### src/rtl/exe_bypass_queue_pkg.sv
// Shared types and constants for the execute-stage bypass queue.
// Holds the default-width entry layout and the hard-wired zero register index.
package exe_pkg;

  localparam int EXE_DATA_W = 32;
  localparam int EXE_REG_W  = 6;
  localparam int EXE_SIDE_W = 136;

  // Register index that never produces a forwarding match
  localparam int REG_ZERO = 0;

  typedef struct packed {
    logic [EXE_DATA_W-1:0] res;
    logic [EXE_DATA_W-1:0] mdata;
    logic [EXE_REG_W-1:0]  dest;
    logic                  wb;
    logic                  load;
    logic [EXE_SIDE_W-1:0] side;
  } exe_entry_t;

endpackage

### src/rtl/exe_bypass_queue_if.sv
// Producer/consumer handshake and bypass lookup bundle for exe_bypass_queue.
// Its parameters must match those of the queue instance it is bound to.
interface exe_bypass_queue_if #(
  parameter int DEPTH  = 2,
  parameter int DATA_W = 32,
  parameter int REG_W  = 6,
  parameter int SIDE_W = 136,
  parameter int NRD    = 2
);
  localparam int CW = $clog2(DEPTH + 1);

  logic              push;
  logic [DATA_W-1:0] din_res;
  logic [DATA_W-1:0] din_mdata;
  logic [REG_W-1:0]  din_dest;
  logic              din_wb;
  logic              din_load;
  logic [SIDE_W-1:0] din_side;
  logic              pop;
  logic              flush;

  logic              full;
  logic              empty;
  logic [CW-1:0]     count;
  logic [DATA_W-1:0] dout_res;
  logic [DATA_W-1:0] dout_mdata;
  logic [REG_W-1:0]  dout_dest;
  logic              dout_wb;
  logic              dout_load;
  logic [SIDE_W-1:0] dout_side;

  logic [NRD*REG_W-1:0]  radr;
  logic [NRD-1:0]        fwd_hit;
  logic [NRD*DATA_W-1:0] fwd_data;
  logic [NRD-1:0]        fwd_block;

  modport master (
    output push, din_res, din_mdata, din_dest, din_wb, din_load, din_side,
    output pop, flush, radr,
    input  full, empty, count,
    input  dout_res, dout_mdata, dout_dest, dout_wb, dout_load, dout_side,
    input  fwd_hit, fwd_data, fwd_block
  );

  modport slave (
    input  push, din_res, din_mdata, din_dest, din_wb, din_load, din_side,
    input  pop, flush, radr,
    output full, empty, count,
    output dout_res, dout_mdata, dout_dest, dout_wb, dout_load, dout_side,
    output fwd_hit, fwd_data, fwd_block
  );

endinterface

### src/rtl/exe_bypass_queue_match.sv
// Youngest-entry bypass match for one lookup port (module exeq_match).
// EXE_BYPASS_QUEUE_FWD_EN selects data forwarding; otherwise a match only stalls.
module exeq_match
  import exe_pkg::*;
#(
  parameter int DEPTH  = 2,
  parameter int DATA_W = 32,
  parameter int REG_W  = 6,
  parameter int PW     = (DEPTH > 1) ? $clog2(DEPTH) : 1
) (
  input  logic [DEPTH-1:0]        vld,
  input  logic [DEPTH-1:0]        wb,
  input  logic [DEPTH-1:0]        load,
  input  logic [DEPTH*REG_W-1:0]  dest,
  input  logic [DEPTH*DATA_W-1:0] res,
  input  logic [PW-1:0]           wr_ptr,
  input  logic [REG_W-1:0]        radr,
  output logic                    hit,
  output logic [DATA_W-1:0]       data,
  output logic                    block
);

  logic              found;
  logic              win_load;
  logic [DATA_W-1:0] win_res;
  logic [PW-1:0]     sel;
  int                idx;

  // Walk slots from the most recently written one backwards; first match is youngest.
  always_comb begin
    found    = 1'b0;
    win_load = 1'b0;
    win_res  = '0;
    sel      = '0;
    idx      = 0;
    for (int k = 0; k < DEPTH; k++) begin
      idx = int'(wr_ptr) + DEPTH - 1 - k;
      if (idx >= DEPTH) idx = idx - DEPTH;
      sel = PW'(idx);
      if (!found && vld[sel] && wb[sel] &&
          dest[sel*REG_W +: REG_W] == radr && radr != REG_W'(REG_ZERO)) begin
        found    = 1'b1;
        win_load = load[sel];
        win_res  = res[sel*DATA_W +: DATA_W];
      end
    end
  end

`ifdef EXE_BYPASS_QUEUE_FWD_EN
  assign hit   = found && !win_load;
  assign data  = (found && !win_load) ? win_res : '0;
  assign block = found && win_load;
`else
  logic unused_fwd;
  assign unused_fwd = ^{win_load, win_res};
  assign hit   = 1'b0;
  assign data  = '0;
  assign block = found;
`endif

endmodule

### src/rtl/exe_bypass_queue.sv
// Execute-to-memory result queue with per-port youngest-match bypass lookup.
// Forwarding behaviour is selected by EXE_BYPASS_QUEUE_FWD_EN (see exeq_match).
module exe_bypass_queue
  import exe_pkg::*;
#(
  parameter int DEPTH  = 2,
  parameter int DATA_W = EXE_DATA_W,
  parameter int REG_W  = EXE_REG_W,
  parameter int SIDE_W = EXE_SIDE_W,
  parameter int NRD    = 2
) (
  input logic clk,
  input logic reset,
  exe_bypass_queue_if.slave bus
);

  localparam int PW = (DEPTH > 1) ? $clog2(DEPTH) : 1;
  localparam int CW = $clog2(DEPTH + 1);

  // Same field layout as exe_entry_t, sized by this instance's parameters
  typedef struct packed {
    logic [DATA_W-1:0] res;
    logic [DATA_W-1:0] mdata;
    logic [REG_W-1:0]  dest;
    logic              wb;
    logic              load;
    logic [SIDE_W-1:0] side;
  } slot_t;

  slot_t            slot_q [DEPTH];
  logic [DEPTH-1:0] vld_q;
  logic [PW-1:0]    wr_ptr_q;
  logic [PW-1:0]    rd_ptr_q;
  logic [CW-1:0]    count_q;

  slot_t din;
  slot_t head;
  logic  push_ok;
  logic  pop_ok;

  function automatic logic [PW-1:0] next_ptr(input logic [PW-1:0] p);
    return (p == PW'(DEPTH - 1)) ? '0 : p + 1'b1;
  endfunction

  assign din = '{res: bus.din_res, mdata: bus.din_mdata, dest: bus.din_dest,
                 wb: bus.din_wb, load: bus.din_load, side: bus.din_side};

  assign bus.full  = (count_q == CW'(DEPTH));
  assign bus.empty = (count_q == '0);
  assign bus.count = count_q;

  // A pop on a full queue frees the slot the concurrent push lands in.
  assign pop_ok  = bus.pop && !bus.empty && !bus.flush;
  assign push_ok = bus.push && (!bus.full || bus.pop) && !bus.flush;

  always_ff @(posedge clk) begin
    if (reset || bus.flush) begin
      wr_ptr_q <= '0;
      rd_ptr_q <= '0;
      count_q  <= '0;
      vld_q    <= '0;
    end else begin
      if (pop_ok) begin
        vld_q[rd_ptr_q] <= 1'b0;
        rd_ptr_q        <= next_ptr(rd_ptr_q);
      end
      if (push_ok) begin
        vld_q[wr_ptr_q]  <= 1'b1;
        slot_q[wr_ptr_q] <= din;
        wr_ptr_q         <= next_ptr(wr_ptr_q);
      end
      if (push_ok && !pop_ok)      count_q <= count_q + 1'b1;
      else if (pop_ok && !push_ok) count_q <= count_q - 1'b1;
    end
  end

  assign head = bus.empty ? '0 : slot_q[rd_ptr_q];

  assign bus.dout_res   = head.res;
  assign bus.dout_mdata = head.mdata;
  assign bus.dout_dest  = head.dest;
  assign bus.dout_wb    = head.wb;
  assign bus.dout_load  = head.load;
  assign bus.dout_side  = head.side;

  logic [DEPTH-1:0]        wb_vec;
  logic [DEPTH-1:0]        load_vec;
  logic [DEPTH*REG_W-1:0]  dest_vec;
  logic [DEPTH*DATA_W-1:0] res_vec;

  for (genvar i = 0; i < DEPTH; i++) begin : g_flat
    assign wb_vec[i]                    = slot_q[i].wb;
    assign load_vec[i]                  = slot_q[i].load;
    assign dest_vec[i*REG_W +: REG_W]   = slot_q[i].dest;
    assign res_vec[i*DATA_W +: DATA_W]  = slot_q[i].res;
  end

  for (genvar p = 0; p < NRD; p++) begin : g_port
    exeq_match #(
      .DEPTH  (DEPTH),
      .DATA_W (DATA_W),
      .REG_W  (REG_W),
      .PW     (PW)
    ) u_match (
      .vld    (vld_q),
      .wb     (wb_vec),
      .load   (load_vec),
      .dest   (dest_vec),
      .res    (res_vec),
      .wr_ptr (wr_ptr_q),
      .radr   (bus.radr[p*REG_W +: REG_W]),
      .hit    (bus.fwd_hit[p]),
      .data   (bus.fwd_data[p*DATA_W +: DATA_W]),
      .block  (bus.fwd_block[p])
    );
  end

endmodule

### src/flat_wrapper.sv
// flat-port wrapper written by rule: the top's interface ports become plain ports
module exe_bypass_queue_flat import exe_pkg::*;
#(
  parameter int DEPTH  = 2,
  parameter int DATA_W = EXE_DATA_W,
  parameter int REG_W  = EXE_REG_W,
  parameter int SIDE_W = EXE_SIDE_W,
  parameter int NRD    = 2
)
  (clk, reset, bus_push, bus_din_res, bus_din_mdata, bus_din_dest, bus_din_wb, bus_din_load, bus_din_side, bus_pop, bus_flush, bus_radr, bus_full, bus_empty, bus_count, bus_dout_res, bus_dout_mdata, bus_dout_dest, bus_dout_wb, bus_dout_load, bus_dout_side, bus_fwd_hit, bus_fwd_data, bus_fwd_block);
  exe_bypass_queue_if #(.DEPTH(DEPTH), .DATA_W(DATA_W), .REG_W(REG_W), .SIDE_W(SIDE_W), .NRD(NRD)) bus_i ();
  input logic clk;
  input logic reset;
  input wire logic [$bits(bus_i.push)-1:0] bus_push;
  input wire logic [$bits(bus_i.din_res)-1:0] bus_din_res;
  input wire logic [$bits(bus_i.din_mdata)-1:0] bus_din_mdata;
  input wire logic [$bits(bus_i.din_dest)-1:0] bus_din_dest;
  input wire logic [$bits(bus_i.din_wb)-1:0] bus_din_wb;
  input wire logic [$bits(bus_i.din_load)-1:0] bus_din_load;
  input wire logic [$bits(bus_i.din_side)-1:0] bus_din_side;
  input wire logic [$bits(bus_i.pop)-1:0] bus_pop;
  input wire logic [$bits(bus_i.flush)-1:0] bus_flush;
  input wire logic [$bits(bus_i.radr)-1:0] bus_radr;
  output wire logic [$bits(bus_i.full)-1:0] bus_full;
  output wire logic [$bits(bus_i.empty)-1:0] bus_empty;
  output wire logic [$bits(bus_i.count)-1:0] bus_count;
  output wire logic [$bits(bus_i.dout_res)-1:0] bus_dout_res;
  output wire logic [$bits(bus_i.dout_mdata)-1:0] bus_dout_mdata;
  output wire logic [$bits(bus_i.dout_dest)-1:0] bus_dout_dest;
  output wire logic [$bits(bus_i.dout_wb)-1:0] bus_dout_wb;
  output wire logic [$bits(bus_i.dout_load)-1:0] bus_dout_load;
  output wire logic [$bits(bus_i.dout_side)-1:0] bus_dout_side;
  output wire logic [$bits(bus_i.fwd_hit)-1:0] bus_fwd_hit;
  output wire logic [$bits(bus_i.fwd_data)-1:0] bus_fwd_data;
  output wire logic [$bits(bus_i.fwd_block)-1:0] bus_fwd_block;
  assign bus_i.push = bus_push;
  assign bus_i.din_res = bus_din_res;
  assign bus_i.din_mdata = bus_din_mdata;
  assign bus_i.din_dest = bus_din_dest;
  assign bus_i.din_wb = bus_din_wb;
  assign bus_i.din_load = bus_din_load;
  assign bus_i.din_side = bus_din_side;
  assign bus_i.pop = bus_pop;
  assign bus_i.flush = bus_flush;
  assign bus_i.radr = bus_radr;
  assign bus_full = bus_i.full;
  assign bus_empty = bus_i.empty;
  assign bus_count = bus_i.count;
  assign bus_dout_res = bus_i.dout_res;
  assign bus_dout_mdata = bus_i.dout_mdata;
  assign bus_dout_dest = bus_i.dout_dest;
  assign bus_dout_wb = bus_i.dout_wb;
  assign bus_dout_load = bus_i.dout_load;
  assign bus_dout_side = bus_i.dout_side;
  assign bus_fwd_hit = bus_i.fwd_hit;
  assign bus_fwd_data = bus_i.fwd_data;
  assign bus_fwd_block = bus_i.fwd_block;
  exe_bypass_queue #(.DEPTH(DEPTH), .DATA_W(DATA_W), .REG_W(REG_W), .SIDE_W(SIDE_W), .NRD(NRD)) u_core (.clk(clk), .reset(reset), .bus(bus_i));
endmodule
### config.mk
export PLATFORM = sky130hd
export DESIGN_NAME = exe_bypass_queue_flat
export DESIGN_NICKNAME = d
export VERILOG_FILES = /design/src/rtl/exe_bypass_queue_pkg.sv /design/src/rtl/exe_bypass_queue_if.sv /design/src/rtl/exe_bypass_queue_match.sv /design/src/rtl/exe_bypass_queue.sv /design/src/flat_wrapper.sv
export SDC_FILE = /design/constraint.sdc
export NUM_CORES = 1
export LEC_CHECK = 0
export ABC_AREA = 1
export BUFFER_PORTS_ARGS = -buffer_cell sky130_fd_sc_hd__buf_2
export CAP_MARGIN = 0
export CORE_ASPECT_RATIO = 1.5
export CORE_MARGIN = 1
export CORE_UTILIZATION = 25
export CTS_BUF_LIST = sky130_fd_sc_hd__clkbuf_8 sky130_fd_sc_hd__clkbuf_16
export CTS_CLUSTER_DIAMETER = 40
export DETAILED_ROUTE_END_ITERATION = 16
export GPL_TIMING_DRIVEN = 0
export PLACE_DENSITY_LB_ADDON = 0.3
export SLEW_MARGIN = 20
export SYNTH_ARGS = -nofsm -noshare
export SYNTH_HDL_FRONTEND = slang
export SYNTH_SLANG_ARGS = --single-unit
### constraint.sdc
create_clock -name clk -period 15.5 [get_ports clk]
set_input_delay 3.1 -clock clk [delete_from_list [all_inputs] [get_ports clk]]
set_output_delay 3.1 -clock clk [all_outputs]
set_load 0.02 [all_outputs]
==> results of run 1 <==
==> cell type report <==
class,instances,area share (%)
diodes,3,0.0332
plain buffers,140,3.78
clock buffers,52,5.70
clock inverters,39,1.56
inverters,37,0.614
multi-input cells,855,15.9
flip-flops and latches,423,55.8
well taps,885,4.89
repair buffers,458,11.7
==> Yosys cell counts <==
library cell | instances | area share, %
inv_2 | 1 | 0.022
nand2_1 | 488 | 11
nor3_1 | 2 | 0.059
buf_6 | 3 | 0.20
nor2_1 | 18 | 0.40
o21ai_0 | 11 | 0.32
inv_1 | 36 | 0.80
edfxtp_1 | 416 | 74
o22ai_1 | 1 | 0.037
clkbuf_1 | 27 | 0.60
buf_4 | 69 | 3.1
ha_1 | 1 | 0.074
a21oi_2 | 1 | 0.052
buf_2 | 39 | 1.2
nand4_1 | 2 | 0.074
nand3_1 | 47 | 1.4
a21oi_1 | 217 | 6.4
buf_1 | 2 | 0.044
dfxtp_1 | 7 | 0.83
conb_1 | 1 | 0.022
xor2_1 | 1 | 0.052
==> metal layers <==
metal  up-vias  wire length [um]  global-route usage, %
met4         4              1490                   5.29
met3        76              3820                   4.43
li1       5866                 -                      -
met2       499             26500                   26.2
met1      5729             19100                   15.2
met5         -                24                      0
==> worst max-delay path by stage <==
| stage | to | start | slack, ps |
|---|---|---|---|
| floorplan | u_core.slot_q[0][0]$_DFFE_PP_ | bus_pop | 2680 |
| CTS | bus_fwd_block[0] | bus_radr[4] | 8210 |
| finish | bus_fwd_block[1] | bus_radr[6] | 8220 |
| detailed placement | bus_fwd_block[0] | bus_radr[4] | 8210 |
| global route | bus_fwd_block[0] | bus_radr[4] | 8080 |
| global placement | u_core.slot_q[0][166]$_DFFE_PP_ | bus_pop | -3820 |
==> tightest hold or removal path: cells and delay by family (launching register included) <==
kind,cells,cell delay [ps]
DFF,1,320
buffers and inverters,1,50
AOI/OAI and AO/OA,1,80
==> metrics by stage <==
step / std cells / util (%) / TNS, ps
after floorplan: 1455 / - / 0
after global placement: 2778 / 30.7 / -1562740
after detailed placement: 2798 / 31.4 / 0
after CTS: 2889 / 33.8 / 0
after global routing: 2891 / 33.8 / 0
final: 2892 / 33.8 / 0
==> registers in the layout, summed over array words and instances (netlist names), named ones only <==
name,cells
u_core.slot_q,416
u_core.bus.count,2
u_core.vld_q,2
u_core.rd_ptr_q,1
u_core.wr_ptr_q,1
==> logic make-up (layout without fill, tap and decap cells) <==
family          count (synthesis)  after routing
simple gates                  557            557
flops                         423            423
compound gates                230            230
buf+inv                       177            726
fa+ha+maj                       1              1
other cells                     1             69
xor+xnor                        1              1
==> power by group through the flow <==
| stage | registers [uW] | clock network, uW | logic [uW] |
|---|---|---|---|
| 6_report | 1280 | 1160 | 217 |
| 5_1_grt | 1280 | 1230 | 235 |
| 4_1_cts | 1280 | 1190 | 220 |
| 3_5_place_dp | 1310 | 0 | 220 |
| 3_3_place_gp | 1320 | 0 | 209 |
| 2_1_floorplan | 1310 | 0 | 117 |
==> results_dict.tcl, run 1 <==
set metrics [dict create \
    run_status "finished, final reports clean" \
    synthesis.area_sq_mm 0.0170 \
    avgSynthCellArea_sq_um 12.2 \
    rsz0062_at_grt "no" \
    hold_end "u_core.vld_q[1]$_SDFF_PP0_" \
    cp_cell_sequence "buf_2 -> inv_1 -> nand3_1 -> nand2_1 -> nor2_1 -> nand2_1 -> nor2_1 -> nor2_1 -> nor2_1 -> buf_4 -> buf_2" \
    rrSetupSlack_ps 13090 \
    yosysSeqAreaShare_pct 74.5 \
    cts_made_buffers 50 \
    path_class "primary input to output pin" \
    worstPathArrival_ps 4180 \
    worst_pin_slew_ps 940 \
    powerDensity_mw_per_mm2 117 \
    core-area_sq_mm 0.0669 \
    skew_ps 18.0 \
    die_h_um 321 \
    synth_top_family_by_area "simple AND/OR/NAND/NOR gates" \
    synth_fa_ha_area_share_pct 0.0738 \
    fillers 6736 \
    antenna_found_initial 8 \
    synth_xor_area_share_pct 0.0516 \
    hold_viol 0 \
    critical-path-top-delay-family "simple AND/OR/NAND/NOR gates" \
    final_cell_mix "nand2_1, buf_2, edfxtp_1" \
    combPwrFrac_pct 8.2 \
    slew_headroom_pct 37.3 \
    grt_pass1_vias 12100 \
    clk_latency_ps 600 \
    seqCellArea_sq_mm 0.0126 \
    multiInputGateArea_sq_mm 0.00360 \
    avgRoutedWirePerCell_um 17.6 \
    yosysWarnings 0 \
    fin_area_sq_mm 0.0226 \
    min_path_cells 2 \
    placed_area_sq_mm 0.0210 \
    setup_viol_count_final 0 \
    cts_buffer_depth 3 \
    cap_violations 0 \
    min_period_ps 7280 \
    switching_power_uw 627 \
    worstReg2RegStart "u_core.bus.count[0]$_SDFFE_PP0P_" \
    synthMuxAreaShare_pct 0 \
    ys_seq_elements 423 \
    p_int_uw 2030 \
    mostFrequentLayoutCell "nand2_1" \
    drtPass1Iterations 5 \
    pwr-share-clk_pct 43.5 \
    place.detailed.hpwl_mm 38.0 \
    pwr-share-seq_pct 48.3 \
    die_x_um 215 \
    critPathMostFrequentCell "nor2_1" \
    p_sw_share_pct 23.6 \
    num_rows 116 \
    cp-end-kind "output pin" \
    finalCritPeriodShare_pct 47.0 \
    grt_max_degree 25 \
    timing.fmax_ghz 0.137 \
    cp.depth 11 \
    ios 505 \
    drc 0 \
    reg2regPathDepth 8 \
    report.final.slew_viol_count 0 \
    clk_pin_slew_worst_paths_ps 50 \
    whs_ps 502 \
    cp_max_fo 4 \
    r2r-end "u_core.bus.count[1]$_SDFFE_PP0P_" \
    routed_wl_mm 50.9 \
    gp_congestion 0.834 \
    synth-simple-area-share_pct 12.7 \
    start_util_pct 25.4 \
    slowest_delay_ps 160 \
    start_kind "primary input" \
    syn2layout_area_growth_pct 33.4 \
    vias_per_cell 4.21 \
    max-vdd-ir-drop_mv 0.0943 \
    h-tree-depth 2 \
    cts.repair.resized 0 \
    grt-ovfl-total 0 \
    cts_hold_buffers 0 \
    worst_slack_ps 8220 \
    cts_root_buf "clkbuf_16" \
    ant_nets 0 \
    gr-usage-all-layers_pct 14.3 \
    drt_iter0_drc 525 \
    drive_gt1_share_pct 32.4 \
    synthCells 1390 \
    worstHoldStart "u_core.vld_q[1]$_SDFF_PP0_" \
    nets 2191 \
    dieArea_sq_mm 0.0689 \
    grt_first_pass_wirelength_mm 73.6 \
    fin_total_pwr_uw 2660 \
    synth_cell_types 21 \
    crit_buf_inv 4 \
    pre_cts_ws_ps 8210 \
    cts_tree "done" \
    port_buffers 438 \
    p_leak_uw 0.00936 \
    vias 12200 \
    postCtsSetupRepairBufs 0 \
    cts.sinks 423 \
    synth-compound-area-share_pct 6.81 \
    hold_class "register to register" \
    crit_slowest_cell "buf_2" \
    critical_path_required_ps 12400 \
]
Note: power is estimated with default switching activity, not from simulation.
==> run 2: changes to the inputs <==
==> constraint.sdc (replaced) <==
create_clock -name clk -period 6.45 [get_ports clk]
set_input_delay 1.29 -clock clk [delete_from_list [all_inputs] [get_ports clk]]
set_output_delay 1.29 -clock clk [all_outputs]
set_load 0.02 [all_outputs]
==> results_dict.tcl, run 2 (same netlist as run 1, synthesis figures left out) <==
set metrics [dict create \
    critical-path-top-delay-family "buffers and inverters" \
    worstPathArrival_ps 2970 \
    routed_wl_mm 51.5 \
    drive_gt1_share_pct 32.7 \
    grt-ovfl-total 0 \
    vias 12300 \
    antenna_found_initial 15 \
    worst_pin_slew_ps 968 \
    pre_cts_ws_ps 2640 \
    cts_made_buffers 52 \
    grt_max_degree 26 \
    cts.repair.resized 0 \
    ios 505 \
    syn2layout_area_growth_pct 34.2 \
    start_util_pct 25.4 \
    cts_hold_buffers 0 \
    skew_ps 15.3 \
    crit_buf_inv 3 \
    clk_latency_ps 590 \
    cts_root_buf "clkbuf_16" \
    fillers 6750 \
    port_buffers 438 \
    slowest_delay_ps 780 \
    h-tree-depth 2 \
    largest_reg_flops 416 \
    reg2regPathDepth 9 \
    hold_viol 0 \
    gp_congestion 0.855 \
    rsz0062_at_grt "no" \
    fin_area_sq_mm 0.0228 \
    postCtsSetupRepairBufs 0 \
    place.detailed.hpwl_mm 38.7 \
    setup_viol_count_final 0 \
    finalCritPeriodShare_pct 66.1 \
    cts.sinks 423 \
    worst_slack_ps 2190 \
    critical_path_required_ps 5160 \
    top_register "u_core.slot_q" \
    max-vdd-ir-drop_mv 0.214 \
    min_period_ps 4260 \
    cp_cell_sequence "nor2_1 -> clkbuf_1 -> buf_2 -> a21oi_1 -> buf_2" \
    clk_pin_slew_worst_paths_ps 60 \
    drt_iter0_drc 637 \
    nets 2195 \
    start_kind "register" \
    critPathMostFrequentCell "buf_2" \
    cts_buffer_depth 3 \
    grt_first_pass_wirelength_mm 75.0 \
    cap_violations 0 \
    die_x_um 215 \
    avgRoutedWirePerCell_um 17.8 \
    path_class "register to output pin" \
    cts_tree "done" \
    vias_per_cell 4.24 \
    num_rows 116 \
    powerDensity_mw_per_mm2 283 \
    drc 0 \
    slew_headroom_pct 35.5 \
    ant_nets 0 \
    timing.fmax_ghz 0.235 \
    final_cell_mix "nand2_1, buf_2, edfxtp_1" \
    cp-end-kind "output pin" \
    die_h_um 321 \
    min_path_cells 2 \
    grt_pass1_vias 12300 \
    cp.depth 5 \
    mostFrequentLayoutCell "nand2_1" \
    gr-usage-all-layers_pct 14.5 \
    run_status "finished, final reports clean" \
    dieArea_sq_mm 0.0689 \
    fin_total_pwr_uw 6440 \
    cp_max_fo 10 \
    hold_class "register to register" \
    tns_ps 0 \
    p_leak_uw 0.00941 \
    core-area_sq_mm 0.0669 \
    report.final.slew_viol_count 0 \
    crit_slowest_cell "clkbuf_1" \
    drtPass1Iterations 6 \
    placed_area_sq_mm 0.0211 \
]
[run 2: changes by cell type in the layout (fill, tap and decap cells not counted), moves of 2 or more]
cell        before  now
diode_2          3    5
buf_12          13   10
inv_8            2    4
clkinv_8         2    5
inv_1           42   39
inv_6            6    4
buf_16           7   12
clkinv_4         2    6
clkinvlp_4       5    3
[run 2: worst register-to-register path, delay by kind of cell (launching register included)]
family                 cells  cell delay (ps)
buffers and inverters      7             1440
DFF                        1              410
and+or+nand+nor            2              410
[run 2: where the power goes]
group          switching (uW)  internal (uW)
combinational             348            178
sequential               12.2           3070
clock                    1200           1640
[run 2: final cells by class]
type / count / area (sq um) / area share (%)
Antenna cell: 5 / 12.5 / 0.0550
Sequential cell: 423 / 12600 / 55.5
Clock buffer: 53 / 1320 / 5.78
Inverter: 37 / 139 / 0.610
Tap cell: 885 / 1110 / 4.86
Multi-Input combinational cell: 855 / 3600 / 15.8
Buffer: 140 / 856 / 3.76
Timing Repair Buffer: 460 / 2720 / 12.0
Clock inverter: 40 / 387 / 1.70
[run 2: layer usage]
metal / part of all wire (%) / GRT usage (%)
met3: 8.7 / 5.27
met1: 37 / 15.4
met4: 3.8 / 6.40
met2: 50 / 25.6
met5: 0.20 / 0
[run 2: worst paths after layout]
check,startpoint,end,slack (ps)
worst max register to register,u_core.wr_ptr_q$_SDFFE_PP0P_,u_core.slot_q[0][78]$_DFFE_PP_,3860
worst min-delay path,u_core.rd_ptr_q$_SDFFE_PP0P_,register,500
worst min register to register,u_core.rd_ptr_q$_SDFFE_PP0P_,register,500
worst max-delay path,u_core.bus.count[1]$_SDFFE_PP0P_,bus_dout_mdata[22],2190
[run 2: through the flow]
stage | instances | utilization (%) | hold slack (ps)
floorplan | 1455 | - | 459
global route | 2897 | 34.0 | 526
global placement | 2778 | 30.7 | 473
finish | 2898 | 34.0 | 499
detailed placement | 2800 | 31.5 | 489
CTS | 2893 | 34.0 | 496
==> run 3: changes to the inputs <==
==> constraint.sdc (replaced) <==
create_clock -name clk -period 3.7 [get_ports clk]
set_input_delay 0.74 -clock clk [delete_from_list [all_inputs] [get_ports clk]]
set_output_delay 0.74 -clock clk [all_outputs]
set_load 0.02 [all_outputs]
==> results_dict.tcl, run 3 (same netlist as run 1, synthesis figures left out) <==
set metrics [dict create \
    vias 12300 \
    run_status "finished, final reports clean" \
    start_kind "register" \
    nets 2193 \
    mostFrequentLayoutCell "nand2_1" \
    hold_viol 0 \
    routed_wl_mm 50.9 \
    powerDensity_mw_per_mm2 503 \
    slowest_delay_ps 450 \
    max-vdd-ir-drop_mv 0.408 \
    cp_max_fo 10 \
    clk_pin_slew_worst_paths_ps 60 \
    ant_nets 0 \
    cts_made_buffers 51 \
    num_rows 116 \
    fillers 6771 \
    cts_tree "done" \
    fin_total_pwr_uw 11500 \
    dr_wl_met3_mm 4.35 \
    path_class "register to output pin" \
    report.final.slew_viol_count 0 \
    avgRoutedWirePerCell_um 17.6 \
    die_x_um 215 \
    worst_slack_ps 305 \
    drtPass1Iterations 4 \
    wl_met2_mm 26.9 \
    largest_reg_flops 416 \
    clk_latency_ps 590 \
    grt_max_degree 25 \
    rsz0062_at_grt "no" \
    drc 0 \
    gr-usage-all-layers_pct 14.3 \
    rrSetupSlack_ps 1040 \
    reg2regPathDepth 8 \
    pre_cts_ws_ps 260 \
    crit_slowest_cell "clkbuf_1" \
    ios 505 \
    postCtsSetupRepairBufs 0 \
    min_path_cells 1 \
    grt_first_pass_wirelength_mm 74.0 \
    grt_pass1_vias 12300 \
    antenna_found_initial 10 \
    cts.sinks 423 \
    worstPathArrival_ps 2650 \
    place.detailed.hpwl_mm 38.3 \
    cap_violations 0 \
    cp-end-kind "output pin" \
    critPathMostFrequentCell "buf_2" \
    syn2layout_area_growth_pct 34.5 \
    finalCritPeriodShare_pct 91.8 \
    worstReg2RegStart "u_core.wr_ptr_q$_SDFFE_PP0P_" \
    cts_hold_buffers 0 \
    port_buffers 438 \
    h-tree-depth 2 \
    timing.fmax_ghz 0.295 \
    hold_class "primary input to register" \
    drt_iter0_drc 567 \
    met1Wirelength_mm 18.1 \
    gp_congestion 0.927 \
    r2r-end "u_core.slot_q[0][50]$_DFFE_PP_" \
    vias_per_cell 4.24 \
    die_h_um 321 \
    dieArea_sq_mm 0.0689 \
    top_register "u_core.slot_q" \
    crit_end "bus_dout_side[71]" \
    cts_root_buf "clkbuf_16" \
    start_util_pct 25.4 \
    skew_ps 26.4 \
    setup_viol_count_final 0 \
    cp_cell_sequence "buf_2 -> buf_2 -> clkbuf_1 -> nand2_1 -> a21oi_1 -> buf_2" \
    critical_path_required_ps 2960 \
    drive_gt1_share_pct 33.3 \
    grt-ovfl-total 0 \
    final_util_pct 34.1 \
    highest_layer "met5" \
    cts_buffer_depth 3 \
    worst_pin_slew_ps 796 \
    p_leak_uw 0.00945 \
    min_period_ps 3390 \
    final_cell_mix "nand2_1, buf_2, edfxtp_1" \
    slew_headroom_pct 46.8 \
    core-area_sq_mm 0.0669 \
]
-- run 3: cell count changes in the layout (fill, tap and decap cells not counted), moves of 3 or more --
cell	before	now
clkinv_4	6	1
clkinv_8	5	0
buf_16	12	9
nand2_2	0	3
clkinv_1	9	5
clkbuf_1	27	24
bufinv_16	3	7
nand2_1	488	485
inv_6	4	7
clkbuf_2	0	3
-- run 3: routing by layer --
metal	global-route usage [%]	vias up
met4	5.21	6
met2	26.8	506
met3	5.02	88
li1	-	5872
met1	14.3	5798
met5	0	-
-- run 3: timing repair --
item | in CTS | in global routing
pin swaps | 0 | 0
setup endpoints to repair | 170 | 1
gates resized for setup | 4 | 2
-- run 3: worst min path at each step --
stage / startpoint / end / slack (ps)
floorplan: u_core.rd_ptr_q$_SDFFE_PP0P_ / register / 460
global placement: u_core.rd_ptr_q$_SDFFE_PP0P_ / u_core.rd_ptr_q$_SDFFE_PP0P_ / 480
detailed placement: u_core.vld_q[1]$_SDFF_PP0_ / u_core.vld_q[1]$_SDFF_PP0_ / 480
CTS: bus_din_res[27] / u_core.slot_q[0][203]$_DFFE_PP_ / 270
global route: bus_din_side[28] / u_core.slot_q[0][28]$_DFFE_PP_ / 280
finish: bus_din_side[75] / u_core.slot_q[0][75]$_DFFE_PP_ / 330
-- run 3: area by class of cell --
cell class | count | area [sq um] | area share [%]
Timing Repair Buffer | 459 | 2680 | 11.7
Sequential cell | 423 | 12600 | 55.3
Inverter | 37 | 146 | 0.641
Multi-Input combinational cell | 855 | 3620 | 15.9
Clock buffer | 53 | 1330 | 5.81
Clock inverter | 40 | 442 | 1.94
Antenna cell | 4 | 10.0 | 0.0439
Tap cell | 885 | 1110 | 4.85
Buffer | 140 | 862 | 3.78
-- run 3: critical path, delay by kind of cell (launching register included) --
| kind | cells | cell delay [ps] |
|---|---|---|
| buffers and inverters | 4 | 1330 |
| AO/OA/AOI/OAI | 1 | 330 |
| flip-flops | 1 | 300 |
| AND/OR/NAND/NOR | 1 | 100 |
-- run 3: power by group --
| part | total (uW) | leakage, uW | switching, uW | internal [uW] |
|---|---|---|---|---|
| Sequential | 5380 | 0.00383 | 21.4 | 5350 |
| Combinational | 910 | 0.00474 | 600 | 309 |
| Clock | 5190 | 0.000882 | 2060 | 3130 |
-- run 3: metrics by stage --
stage	setup TNS, ps	instance area (sq um)	cells	hold WS [ps]
after global routing	0	22800	2896	281
after CTS	0	22800	2892	272
final	0	22800	2896	331
after detailed placement	0	21000	2799	484
after floorplan	-348590	17200	1455	459
after global placement	-1323690	20500	2778	478
